$ cat src/rtl/lab1_imul_int_div_iter.sv
// lab1_imul_int_div_iter
// Iterative 32-bit restoring divider behind val/rdy request/response ports.
// A request carries {dividend, divisor}. The response carries {remainder, quotient}.
// The FSM moves through IDLE -> CALC -> DONE. CALC always takes 32 cycles, one
// quotient bit per cycle, and never exits early.
//
// Optional feature macro: LAB1_IMUL_INT_DIV_SIGNED_EN
//   - undefined (default): operands and results are unsigned.
//   - defined: operands are two's complement. The divider works on magnitudes,
//     and the signs are fixed up on the final CALC step, so no cycles are added.
//     The result truncates toward zero.
//
// Handshake: a transfer happens on a rising clk edge where valid && ready.
// req_rdy and resp_val are decoded from the state register only.
// req_rdy is also forced low while reset is high.
module lab1_imul_int_div_iter (
   input  logic        clk,
   input  logic        reset,
   input  logic        req_val,
   output logic        req_rdy,
   input  logic [63:0] req_msg,
   output logic        resp_val,
   input  logic        resp_rdy,
   output logic [63:0] resp_msg
);

   typedef enum logic [1:0] {
      IDLE = 2'd0,
      CALC = 2'd1,
      DONE = 2'd2
   } state_t;

   state_t      state;
   logic [4:0]  cnt;   // iteration counter, 0..31 within CALC
   logic [31:0] rem;   // partial remainder
   logic [31:0] quo;   // holds dividend bits, then quotient bits shift in from the right
   logic [31:0] dvs;   // latched divisor (magnitude in signed build)

   logic        req_go;
   logic        resp_go;
   logic        last_step;

   // Operand and result values as presented to the datapath.
   logic [31:0] req_a;
   logic [31:0] req_b;
   logic [31:0] load_a;
   logic [31:0] load_b;

   // One restoring-division step.
   logic [32:0] shifted;
   logic [32:0] diff;
   logic        q_bit;
   logic [31:0] rem_next;
   logic [31:0] quo_next;
   logic [31:0] rem_final;
   logic [31:0] quo_final;

`ifdef LAB1_IMUL_INT_DIV_SIGNED_EN
   logic        neg_q;     // quotient must be negated (operand signs differ)
   logic        neg_r;     // remainder must be negated (dividend negative)
   logic        div_zero;  // divide-by-zero keeps the all-ones quotient unnegated
`endif

   assign req_go    = req_val  && req_rdy;
   assign resp_go   = resp_val && resp_rdy;
   assign last_step = (state == CALC) && (cnt == 5'd31);

   assign req_a = req_msg[63:32];
   assign req_b = req_msg[31:0];

   assign req_rdy  = (state == IDLE) && !reset;
   assign resp_val = (state == DONE);
   assign resp_msg = {rem, quo};

`ifdef LAB1_IMUL_INT_DIV_SIGNED_EN
   // Take magnitudes of the incoming operands. |0x80000000| is 0x80000000, which is still correct as unsigned.
   always_comb begin
      load_a = req_a[31] ? (32'd0 - req_a) : req_a;
      load_b = req_b[31] ? (32'd0 - req_b) : req_b;
   end
`else
   // In the unsigned build the operands go straight in.
   always_comb begin
      load_a = req_a;
      load_b = req_b;
   end
`endif

   // Shift {rem, quo} left by one, then subtract the divisor if it fits (33-bit compare).
   always_comb begin
      shifted  = {rem, quo[31]};
      diff     = shifted - {1'b0, dvs};
      q_bit    = (shifted >= {1'b0, dvs});
      rem_next = q_bit ? diff[31:0] : shifted[31:0];
      quo_next = {quo[30:0], q_bit};
   end

`ifdef LAB1_IMUL_INT_DIV_SIGNED_EN
   // Sign fix-up of the final step.
   // With a zero divisor, the quotient stays all-ones and the remainder gets back the original dividend.
   always_comb begin
      quo_final = (neg_q && !div_zero) ? (32'd0 - quo_next) : quo_next;
      rem_final = neg_r ? (32'd0 - rem_next) : rem_next;
   end
`else
   // No fix-up is needed in the unsigned build.
   always_comb begin
      quo_final = quo_next;
      rem_final = rem_next;
   end
`endif

   // Control FSM: state and iteration counter.
   always_ff @(posedge clk or posedge reset) begin
      if (reset) begin
         state <= IDLE;
         cnt   <= 5'd0;
      end else begin
         case (state)
            IDLE: begin
               if (req_go) begin
                  state <= CALC;
                  cnt   <= 5'd0;
               end
            end
            CALC: begin
               cnt <= cnt + 5'd1;
               if (cnt == 5'd31) begin
                  state <= DONE;
               end
            end
            DONE: begin
               if (resp_go) begin
                  state <= IDLE;
               end
            end
            default: begin
               state <= IDLE;
               cnt   <= 5'd0;
            end
         endcase
      end
   end

   // Datapath: load on acceptance, step in CALC, hold otherwise.
   // Holding keeps resp_msg stable under back-pressure.
   always_ff @(posedge clk or posedge reset) begin
      if (reset) begin
         rem <= 32'd0;
         quo <= 32'd0;
         dvs <= 32'd0;
      end else if (req_go) begin
         rem <= 32'd0;
         quo <= load_a;
         dvs <= load_b;
      end else if (last_step) begin
         rem <= rem_final;
         quo <= quo_final;
      end else if (state == CALC) begin
         rem <= rem_next;
         quo <= quo_next;
      end
   end

`ifdef LAB1_IMUL_INT_DIV_SIGNED_EN
   // Sign flags are captured with the operands and used on the last step.
   always_ff @(posedge clk or posedge reset) begin
      if (reset) begin
         neg_q    <= 1'b0;
         neg_r    <= 1'b0;
         div_zero <= 1'b0;
      end else if (req_go) begin
         neg_q    <= req_a[31] ^ req_b[31];
         neg_r    <= req_a[31];
         div_zero <= (req_b == 32'd0);
      end
   end
`endif

endmodule

$ cat config.mk
export PLATFORM = sky130hd
export DESIGN_NAME = lab1_imul_int_div_iter
export DESIGN_NICKNAME = d
export VERILOG_FILES = /design/src/rtl/lab1_imul_int_div_iter.sv
export SDC_FILE = /design/constraint.sdc
export NUM_CORES = 1
export LEC_CHECK = 0
export BUFFER_PORTS_ARGS = -buffer_cell sky130_fd_sc_hd__buf_2
export CORE_UTILIZATION = 30
export CTS_BUF_LIST = sky130_fd_sc_hd__clkbuf_8
export CTS_CLUSTER_DIAMETER = 150
export DETAILED_ROUTE_END_ITERATION = 10
export MAX_ROUTING_LAYER = met4
export PLACE_DENSITY = 0.56
export SETUP_SLACK_MARGIN = 0.02
export SLEW_MARGIN = 20
export SYNTH_ARGS = -nofsm -noshare
export SYNTH_HDL_FRONTEND = slang
export SYNTH_SLANG_ARGS = --single-unit
$ cat constraint.sdc
create_clock -name clk -period 3.25 [get_ports clk]
set_input_delay 0.325 -clock clk [delete_from_list [all_inputs] [get_ports clk]]
set_output_delay 0.325 -clock clk [all_outputs]
set_load 0.03 [all_outputs]
==> flow_metrics.tcl <==
set metrics [dict create \
    finalMaxSlewViolations 0 \
    drive_gt1_share_pct 21.67 \
    yosysWarnings 0 \
    synth_ff_type "dfrtp_1" \
    die_w_um 144.7 \
    crit_fanout 23 \
    clk_latency_ps 400 \
    cts_sinks 103 \
    finalSetupViolCount 0 \
    clock_tree.buffer_depth 2 \
    synthArstFlopShare_pct 100.0 \
    die_y_um 144.7 \
    clk_pin_slew_ps 110 \
    portBuffers 133 \
    rsz0062_at_grt "no" \
    hold_viol 0 \
    crit_required_ps 3510 \
    drt-initial-drc-count 279 \
    critical_path.cell_chain "ha_1, nand4_1, inv_2, and3_1, and4_1, nor4_1, o21ai_4, buf_4, o21ai_0, o21ai_0" \
    crit_family "simple AND/OR/NAND/NOR gates" \
    root_buffer "clkbuf_8" \
    placedCellCount 1075 \
    drv_cap 0 \
    ys_types 56 \
    synth.avg_cell_area_um2 8.589 \
    synth_edf_count 0 \
    crit_path_end_kind "register" \
    die_area_um2 20930 \
    min_period_ps 2910 \
    synthCells 711 \
    rows 51 \
    synth.yosys.seq_area_share_pct 42.20 \
    coreArea_um2 19720 \
    cts_tree "built" \
    cpMaxStageDelayCell "nor4_1" \
    fmax_mhz 343.7 \
    worst_path_largest_cell_delay_ps 530 \
    crit_type "register to register" \
    slew_headroom_pct 53.83 \
    gr-total-overflow 0 \
    remaining_drc_errors 0 \
    synth_area_um2 6107 \
    setup-tns-final_ps 0 \
    tightest_slew_ps 686.2 \
    antenna_found_initial 2 \
    vias 5300 \
    syn_to_final_growth_pct 18.01 \
    nets 924 \
    path_buf_inv 2 \
    finalNonFillerCells 1093 \
    finClkSkew_ps 20.03 \
    routed_wl_um 16160 \
    crit_arrival_ps 3160 \
    grt_pass1_vias 5059 \
    place.gp.congestion 0.8371 \
    pin_count 134 \
    antenna_left 0 \
    crit_top_cell "o21ai_0" \
    hp-class "primary input to async pin" \
    start_util_pct 30.97 \
    synth.net_count 814 \
    cts_made_buffers 9 \
    wl_per_cell_um 14.79 \
    avgViaCountPerCell 4.849 \
    grt_pass1_wl_um 26550 \
    grt_use_total_pct 16.77 \
    grt_max_degree 52 \
    first_pass_iters 5 \
    worstSetupStartpointType "register" \
    finalCritPeriodShare_pct 89.53 \
    dp_hpwl_um 11800 \
    synth-seq-cells 103 \
    htree_levels 3 \
    outcome "completed" \
]
[Yosys cell counts, drive strengths merged, types with 4 or more instances]
cell | number | area (um^2)
clkbuf | 34 | 128.9
nand2 | 137 | 514.2
a31oi | 12 | 96.34
a21oi | 25 | 125.1
ha | 34 | 425.4
buf | 10 | 65.06
a22o | 4 | 35.03
nand4 | 6 | 37.54
nor2 | 25 | 93.84
a22oi | 31 | 232.7
o21a | 5 | 38.79
xor2 | 10 | 87.58
dfrtp | 103 | 2577
mux2i | 13 | 130.1
a21o | 12 | 90.09
nor2b | 6 | 37.54
o21ai | 99 | 510.5
inv | 47 | 176.4
xnor2 | 14 | 122.6
nand3 | 37 | 185.2
[worst paths after layout]
path                                   from  endpoint  slack, ps  cells after the start
worst max-delay path                rem[22]    rem[1]        340                     10
worst min-delay path                  reset   quo[22]         20                      2
worst max register to register      rem[22]    rem[1]        340                     10
worst min register to register       cnt[3]    cnt[3]        490                      1
max in group asynchronous             reset   quo[30]       2500                      3
min in group clk                req_msg[30]   dvs[30]        120                      3
[stage by stage]
stage	hold slack, ps	worst slack [ps]	utilization (%)	cell area (um^2)
floorplan	430.4	221.2	-	6107
global placement	476.1	333.7	35.62	7023
detailed placement	475.0	279.2	35.62	7023
CTS	35.69	272.8	36.49	7196
global route	71.14	96.10	36.55	7207
finish	23.41	340.4	36.55	7207
[area by class of cell]
class | instances | area, um^2
Antenna cell | 2 | 5.005
Clock buffer | 9 | 123.9
Clock inverter | 7 | 48.80
Fill cell | 2074 | 12510
Inverter | 47 | 178.9
Multi-Input combinational cell | 517 | 3188
Sequential cell | 103 | 2577
Tap cell | 265 | 331.6
Timing Repair Buffer | 143 | 753.2
[flip-flops by register name, summed over array words and instances, names as in the netlist]
signal  count
cnt         5
dvs        32
quo        32
rem        32
state       2
[cells by family (layout without fill, tap and decap cells)]
logic type / Yosys count / count (layout) / share of synthesized area (%)
buffers and inverters: 91 / 206 / 6.064
adders and majority gates: 35 / 35 / 7.294
other: 0 / 2 / 0
xor gates and xnor gates: 24 / 24 / 3.442
and+or+nand+nor: 230 / 230 / 16.19
DFF: 103 / 103 / 42.20
muxes: 14 / 14 / 2.315
AOI/OAI and AO/OA: 214 / 214 / 22.50
[placed cells by master (no fill, tap or decap), types with 4 or more instances in the layout]
master / n
nand2_1: 137
buf_2: 133
dfrtp_1: 103
o21ai_0: 69
inv_1: 46
nand3_1: 37
ha_1: 34
a22oi_1: 31
o21ai_1: 26
a21oi_1: 25
nor2_1: 24
xnor2_1: 14
mux2i_1: 13
a21o_1: 12
xor2_1: 10
a31oi_1: 10
clkbuf_8: 9
buf_4: 9
nand4_1: 6
nor2b_1: 5
o21a_1: 4
a22o_1: 4
[per-layer routing]
| metal | routed length (um) | global-route usage, % | vias to the layer above |
|---|---|---|---|
| li1 | - | - | 2687 |
| met3 | 924 | 3.883 | 13 |
| met1 | 8233 | 23.49 | 2477 |
| met5 | 0 | - | - |
| met2 | 6851 | 24.49 | 123 |
| met4 | 155 | 3.657 | 0 |
[timing repair]
action | CTS | global route
hold buffers | 0 | 0
setup endpoints to repair | 0 | 1
setup buffers | 0 | 0
gates resized for setup | 0 | 1
Power is left out: the tool's default activity adds up to more than one toggle a clock period on the data nets, which glitch-free logic cannot reach.
